<file path="src/rtl/floo_sl_arb_pkg.sv">
// Shared types and helpers for the serial-link flit arbiter.
package floo_sl_arb_pkg;

   // Channel tag carried with every output flit.
   typedef enum logic [1:0] {
      NREQ = 2'd0,
      NRSP = 2'd1,
      WIDE = 2'd2
   } chan_id_e;

   localparam int NumArbChannels = 3;

   // Largest of three widths; sizes the merged output payload.
   function automatic int max3(input int a, input int b, input int c);
      int m;
      m = (a > b) ? a : b;
      return (m > c) ? m : c;
   endfunction

   // Round-robin successor over the three channels.
   function automatic logic [1:0] rr_next(input logic [1:0] idx);
      return (idx == 2'd2) ? 2'd0 : idx + 2'd1;
   endfunction

endpackage

</file>
<file path="src/rtl/floo_sl_rr_lock_arb.sv">
// Round-robin arbiter with wormhole lock: once a packet starts, only its
// channel is granted until the flit carrying last is handed over.
import floo_sl_arb_pkg::*;

module floo_sl_rr_lock_arb (
   input  logic       clk,
   input  logic       rst_n,
   input  logic [2:0] req,
   input  logic [2:0] last,
   input  logic       hs,
   output logic [2:0] gnt
);

   typedef enum logic {IDLE, LOCKED} arb_state_e;

   arb_state_e state_q, state_d;
   logic [1:0] ptr_q, ptr_d;
   logic [1:0] lock_q, lock_d;
   logic [1:0] gnt_idx;
   logic [1:0] idx;
   logic       found;

   // Grant selection and next-state: search from the pointer in IDLE, hold the locked channel otherwise.
   always_comb begin
      gnt     = '0;
      gnt_idx = ptr_q;
      idx     = ptr_q;
      found   = 1'b0;
      state_d = state_q;
      ptr_d   = ptr_q;
      lock_d  = lock_q;
      if (state_q == LOCKED) begin
         gnt[lock_q] = req[lock_q];
         gnt_idx     = lock_q;
      end else begin
         for (int i = 0; i < NumArbChannels; i++) begin
            if (!found && req[idx]) begin
               found   = 1'b1;
               gnt_idx = idx;
            end
            idx = rr_next(idx);
         end
         gnt[gnt_idx] = found;
      end
      // The pointer only moves on an actual transfer, so a stalled offer keeps its priority.
      if (hs) begin
         if (last[gnt_idx]) begin
            state_d = IDLE;
            ptr_d   = rr_next(gnt_idx);
         end else begin
            state_d = LOCKED;
            lock_d  = gnt_idx;
         end
      end
   end

   // State, pointer and lock registers; reset restarts from nreq priority.
   always_ff @(posedge clk or negedge rst_n) begin
      if (!rst_n) begin
         state_q <= IDLE;
         ptr_q   <= 2'd0;
         lock_q  <= 2'd0;
      end else begin
         state_q <= state_d;
         ptr_q   <= ptr_d;
         lock_q  <= lock_d;
      end
   end

endmodule

</file>
<file path="src/rtl/floo_sl_flit_arbiter.sv">
// Merges narrow req, narrow rsp and wide flit streams into one registered,
// channel-tagged stream with saturating per-channel flit counters.
import floo_sl_arb_pkg::*;

module floo_sl_flit_arbiter #(
   parameter  int NarrowReqWidth = 64,
   parameter  int NarrowRspWidth = 64,
   parameter  int WideWidth      = 512,
   parameter  int CntWidth       = 16,
   localparam int OutWidth       = max3(NarrowReqWidth, NarrowRspWidth, WideWidth)
) (
   input  logic                      clk_i,
   input  logic                      rst_ni,
   input  logic                      clear_cnt_i,
   input  logic                      nreq_valid_i,
   output logic                      nreq_ready_o,
   input  logic                      nreq_last_i,
   input  logic [NarrowReqWidth-1:0] nreq_data_i,
   input  logic                      nrsp_valid_i,
   output logic                      nrsp_ready_o,
   input  logic                      nrsp_last_i,
   input  logic [NarrowRspWidth-1:0] nrsp_data_i,
   input  logic                      wide_valid_i,
   output logic                      wide_ready_o,
   input  logic                      wide_last_i,
   input  logic [WideWidth-1:0]      wide_data_i,
   output logic                      valid_o,
   input  logic                      ready_i,
   output logic [1:0]                chan_o,
   output logic [OutWidth-1:0]       data_o,
   output logic                      last_o,
   output logic [3*CntWidth-1:0]     cnt_o
);

   logic                can_accept;
   logic                hs;
   logic [2:0]          gnt;
   logic [2:0]          hs_vec;
   logic [OutWidth-1:0] data_sel;
   chan_id_e            chan_sel;
   logic                last_sel;

   logic                vld_p0;
   chan_id_e            chan_p0;
   logic [OutWidth-1:0] data_p0;
   logic                last_p0;

   logic [CntWidth-1:0] cnt_q [NumArbChannels];

   floo_sl_rr_lock_arb i_arb (
      .clk   (clk_i),
      .rst_n (rst_ni),
      .req   ({wide_valid_i, nrsp_valid_i, nreq_valid_i}),
      .last  ({wide_last_i, nrsp_last_i, nreq_last_i}),
      .hs    (hs),
      .gnt   (gnt)
   );

   // Ready is gated by reset because the grant itself is purely combinational on valid.
   assign can_accept   = !vld_p0 || ready_i;
   assign hs           = (|gnt) && can_accept && rst_ni;
   assign nreq_ready_o = gnt[0] && can_accept && rst_ni;
   assign nrsp_ready_o = gnt[1] && can_accept && rst_ni;
   assign wide_ready_o = gnt[2] && can_accept && rst_ni;
   assign hs_vec       = {wide_valid_i && wide_ready_o,
                          nrsp_valid_i && nrsp_ready_o,
                          nreq_valid_i && nreq_ready_o};

   // Mux the granted channel and zero-extend narrow payloads to the output width.
   always_comb begin
      data_sel = '0;
      chan_sel = NREQ;
      last_sel = 1'b0;
      if (gnt[0]) begin
         data_sel[NarrowReqWidth-1:0] = nreq_data_i;
         chan_sel                     = NREQ;
         last_sel                     = nreq_last_i;
      end else if (gnt[1]) begin
         data_sel[NarrowRspWidth-1:0] = nrsp_data_i;
         chan_sel                     = NRSP;
         last_sel                     = nrsp_last_i;
      end else if (gnt[2]) begin
         data_sel[WideWidth-1:0] = wide_data_i;
         chan_sel                = WIDE;
         last_sel                = wide_last_i;
      end
   end

   // ---- stage p0: output register, held stable while downstream stalls ----
   always_ff @(posedge clk_i or negedge rst_ni) begin
      if (!rst_ni) begin
         vld_p0  <= 1'b0;
         chan_p0 <= NREQ;
         data_p0 <= '0;
         last_p0 <= 1'b0;
      end else if (can_accept) begin
         vld_p0 <= hs;
         if (hs) begin
            chan_p0 <= chan_sel;
            data_p0 <= data_sel;
            last_p0 <= last_sel;
         end
      end
   end

   assign valid_o = vld_p0;
   assign chan_o  = chan_p0;
   assign data_o  = data_p0;
   assign last_o  = last_p0;

   // Per-channel accepted-flit counters; clear beats increment, saturate at all ones.
   always_ff @(posedge clk_i or negedge rst_ni) begin
      if (!rst_ni) begin
         for (int c = 0; c < NumArbChannels; c++) cnt_q[c] <= '0;
      end else begin
         for (int c = 0; c < NumArbChannels; c++) begin
            if (clear_cnt_i) begin
               cnt_q[c] <= '0;
            end else if (hs_vec[c] && (cnt_q[c] != '1)) begin
               cnt_q[c] <= cnt_q[c] + 1'b1;
            end
         end
      end
   end

   // Flatten the counters onto the debug port.
   always_comb begin
      cnt_o = '0;
      for (int c = 0; c < NumArbChannels; c++) cnt_o[c*CntWidth +: CntWidth] = cnt_q[c];
   end

endmodule

</file>
<file path="config.mk">
export PLATFORM = sky130hd
export DESIGN_NAME = floo_sl_flit_arbiter
export DESIGN_NICKNAME = d
export VERILOG_FILES = /design/src/rtl/floo_sl_arb_pkg.sv /design/src/rtl/floo_sl_rr_lock_arb.sv /design/src/rtl/floo_sl_flit_arbiter.sv
export SDC_FILE = /design/constraint.sdc
export NUM_CORES = 1
export LEC_CHECK = 0
export CAP_MARGIN = 0
export CORE_AREA = 2 2 480 482
export CTS_CLUSTER_SIZE = 20
export DETAILED_ROUTE_END_ITERATION = 7
export DIE_AREA = 0 0 482 484
export PLACE_DENSITY = 0.37
export SLEW_MARGIN = 40
export SYNTH_ARGS = -nofsm -noshare
export SYNTH_HDL_FRONTEND = slang
export SYNTH_SLANG_ARGS = --single-unit
</file>
<file path="constraint.sdc">
create_clock -name clk_i -period 4.5 [get_ports clk_i]
set_clock_uncertainty 0.05 [all_clocks]
set_input_delay 0.9 -clock clk_i [delete_from_list [all_inputs] [get_ports clk_i]]
set_output_delay 0.9 -clock clk_i [all_outputs]
set_load 0.05 [all_outputs]
</file>
==> impl_metrics.yaml <==
routing:
  wirelength_um: 155000
  drtAntennaViolNets: 0
  topRoutingLayerUsed: "met5"
  wl_met1_um: 62200
  vias: 20326
  initialDrtViolationCount: 1213
  routed-wl-met2_um: 72400
  route.met3.wl_um: 15900
  drt_first_pass_iters: 6
  wl_per_cell_um: 26.1
  drc_errors: 0
  vias_per_cell: 3.41
cells_and_area:
  syn_to_final_growth_pct: 87.4
  fill_cells: 25084
  multiInputGateArea_um2: 6810
  nets: 3503
  final_layout_size_suffix_gt1_share_pct: 8.31
  fin_area_um2: 40700
  regArea_um2: 14200
  fin_cells: 5959
critical_path:
  setup.worst_path.class: "input pin to output port"
  critPathTopFamily: "compound AO/OA/AOI/OAI gates"
  endpoint_kind: "output port"
  crit_arrival_ps: 3050
  required_ps: 3550
  cp_slowest_stage_delay_ps: 600
  cp_max_fo: 6
  start_kind: "input pin"
  cp_slowest_cell: "clkdlybuf4s50_1"
  worstPathBufferInverterCount: 2
  cp_cell_sequence: "clkdlybuf4s50_1, and4bb_1, a2111o_1, o32ai_4, and2_1, buf_12"
timing:
  fin_setup_tns_ps: 0
  relSlewSlack_pct: 43.0
  finalCritPeriodShare_pct: 88.9
  hold_slack_ps: 250
  hold_viol_final: 0
  fmax_mhz: 250
  worstMarginPinSlew_ps: 854
  setup_viol_count_final: 0
  fin_crit_ps: 4000
  fin_ws_ps: 502
  rsz0062_at_grt: "false"
  slew_violations: 0
cts:
  htree_num_levels: 3
  cts_setup_buffers: 0
  cts_root_buf: "clkbuf_16"
  numCtsBuffers: 82
  cts_hold_buf: 0
  clk_pin_slew_ps: 60
  cts_sinks: 569
  cts_resized: 0
  cts_tree: "yes"
  cts_buffer_depth: 3
  clock_latency_ps: 700
global_route:
  grt_pass1_vias: 21147
  track_usage_pct: 12.7
  grt_max_degree: 138
  globalRouteOverflowTotal: 0
  antenna_found_initial: 91
  grt_pass1_wl_um: 203000
min_path:
  hold_class: "input pin to asynchronous set/reset pin"
synth:
  syn_inst: 1637
  synthTopCellsByArea: "dfrtp_1, a22o_1, a222oi_1"
  synth-warning-count: 0
  syn_area_um2: 21700
  ys_seq_area_share_pct: 65.6
  synth_async_sr_flop_share_pct: 100
  syn_avg_cell_area_um2: 13.3
  synth_fp_nets: 2290
  ys_dominant_reg_cell: "dfrtp_1"
  synth-edff-count: 0
  synth_seq_cells: 569
  post-synth-top-area-cell: "dfrtp_1"
  yosysTopAreaCellShare_pct: 65.6
  synth_cell_types: 53
floorplan:
  die_area_um2: 233000
  placementRows: 176
  initial_utilization_pct: 9.50
  ios: 1217
  die_w_um: 482
  dieHeight_um: 484
  core_area_um2: 229000
power_and_ir_drop:
  vdd_drop_max_v: 0.000365
  power_leakage_nw: 16.6
  p_per_area_nw_per_um2: 769
placed_design:
  dp_slack_ps: 533
  place_inst: 5788
  io_buffers: 1216
  gp_congestion: 0.829
  place_area_um2: 37700
  dp_hpwl_um: 125000
status:
  status: "complete, no violations"
run:
  maxCapViolCount: 0
path summary, 6_finish.rpt:
check	start	end	slack [ps]	cells after the start
max	wide_valid_i	nreq_ready_o	500	6
min	rst_ni	data_o[120]$_DFFE_PN0P_	250	2
max reg2reg	i_arb.state_q$_DFFE_PN0P_	data_o[210]$_DFFE_PN0P_	1510	8
min reg2reg	data_o[6]$_DFFE_PN0P_	data_o[6]$_DFFE_PN0P_	430	2
max in group asynchronous	rst_ni	data_o[254]$_DFFE_PN0P_	2660	4
min in group clk_i	data_o[6]$_DFFE_PN0P_	data_o[6]$_DFFE_PN0P_	430	2
cells by family after synthesis:
| family | synth area share, % |
|---|---|
| AO/OA/AOI/OAI | 24.6 |
| AND/OR/NAND/NOR | 5.21 |
| multiplexers | 0.294 |
| flip-flops | 65.6 |
| buffers and inverters | 3.12 |
| adder cells (fa/ha/maj) | 0.173 |
| XOR/XNOR | 1.01 |
state kept, by name, summed over array words and instances, names as in the netlist:
name and flops:
data_o 512, cnt_o 48, chan_o 2, i_arb.lock_q 2, i_arb.ptr_q 2, i_arb.state_q 1, last_o 1, valid_o 1
Yosys cell counts (all sizes together) (2+ instances only):
cell,instances
inv,8
or3,13
nand2b,7
nand2,83
xor2,15
o31a,2
dfrtp,569
buf,65
nor3,7
o21a,2
a21oi,23
a21o,2
ha,3
mux2,3
and2,5
clkbuf,86
and4,3
nor3b,2
mux2i,3
xnor2,10
o31ai,8
a222oi,64
or4,5
nor4,3
or2,3
and3,14
nor2,44
a22o,448
nand4,20
o21ai,81
nand3,15
nor2b,3
layout make-up:
cell class / instances / share of cell area (%)
antenna: 20 / 0.123
clock buffer: 116 / 5.90
clock inverter: 31 / 0.969
inverter: 9 / 0.101
multi-input combinational: 908 / 16.7
sequential: 569 / 35.0
tap: 3026 / 9.31
timing repair buffer: 1280 / 31.9
stage by stage:
step,util [%],power (mW)
floorplan,-,17.3
global placement,16.5,24.9
detailed placement,16.5,24.8
CTS,17.7,32.0
global route,17.8,32.7
finish,17.8,31.3
layer usage:
layer / vias to the layer above / track usage, %
met1: 10098 / 14.9
met4: 64 / 3.76
met3: 246 / 5.26
li1: 8829 / -
met5: - / 0
met2: 1089 / 21.1
placed cells by master (no fill, tap or decap), types with 33 or more instances in the layout:
cell type	n
a222oi_1	64
a22o_1	448
nand2_1	83
buf_4	33
nor2_1	44
clkdlybuf4s50_1	1184
dfrtp_1	569
clkbuf_16	83
o21ai_0	71
report_power, final:
group	leakage, nW	total [mW]	switching, mW	internal, mW
clock network	1.37	6.82	2.79	4.03
logic	7.52	16.2	10.9	5.29
registers	7.69	8.26	1.29	6.97
total	16.6	31.3	15.0	16.3
Note: power is estimated with default switching activity, not from simulation.
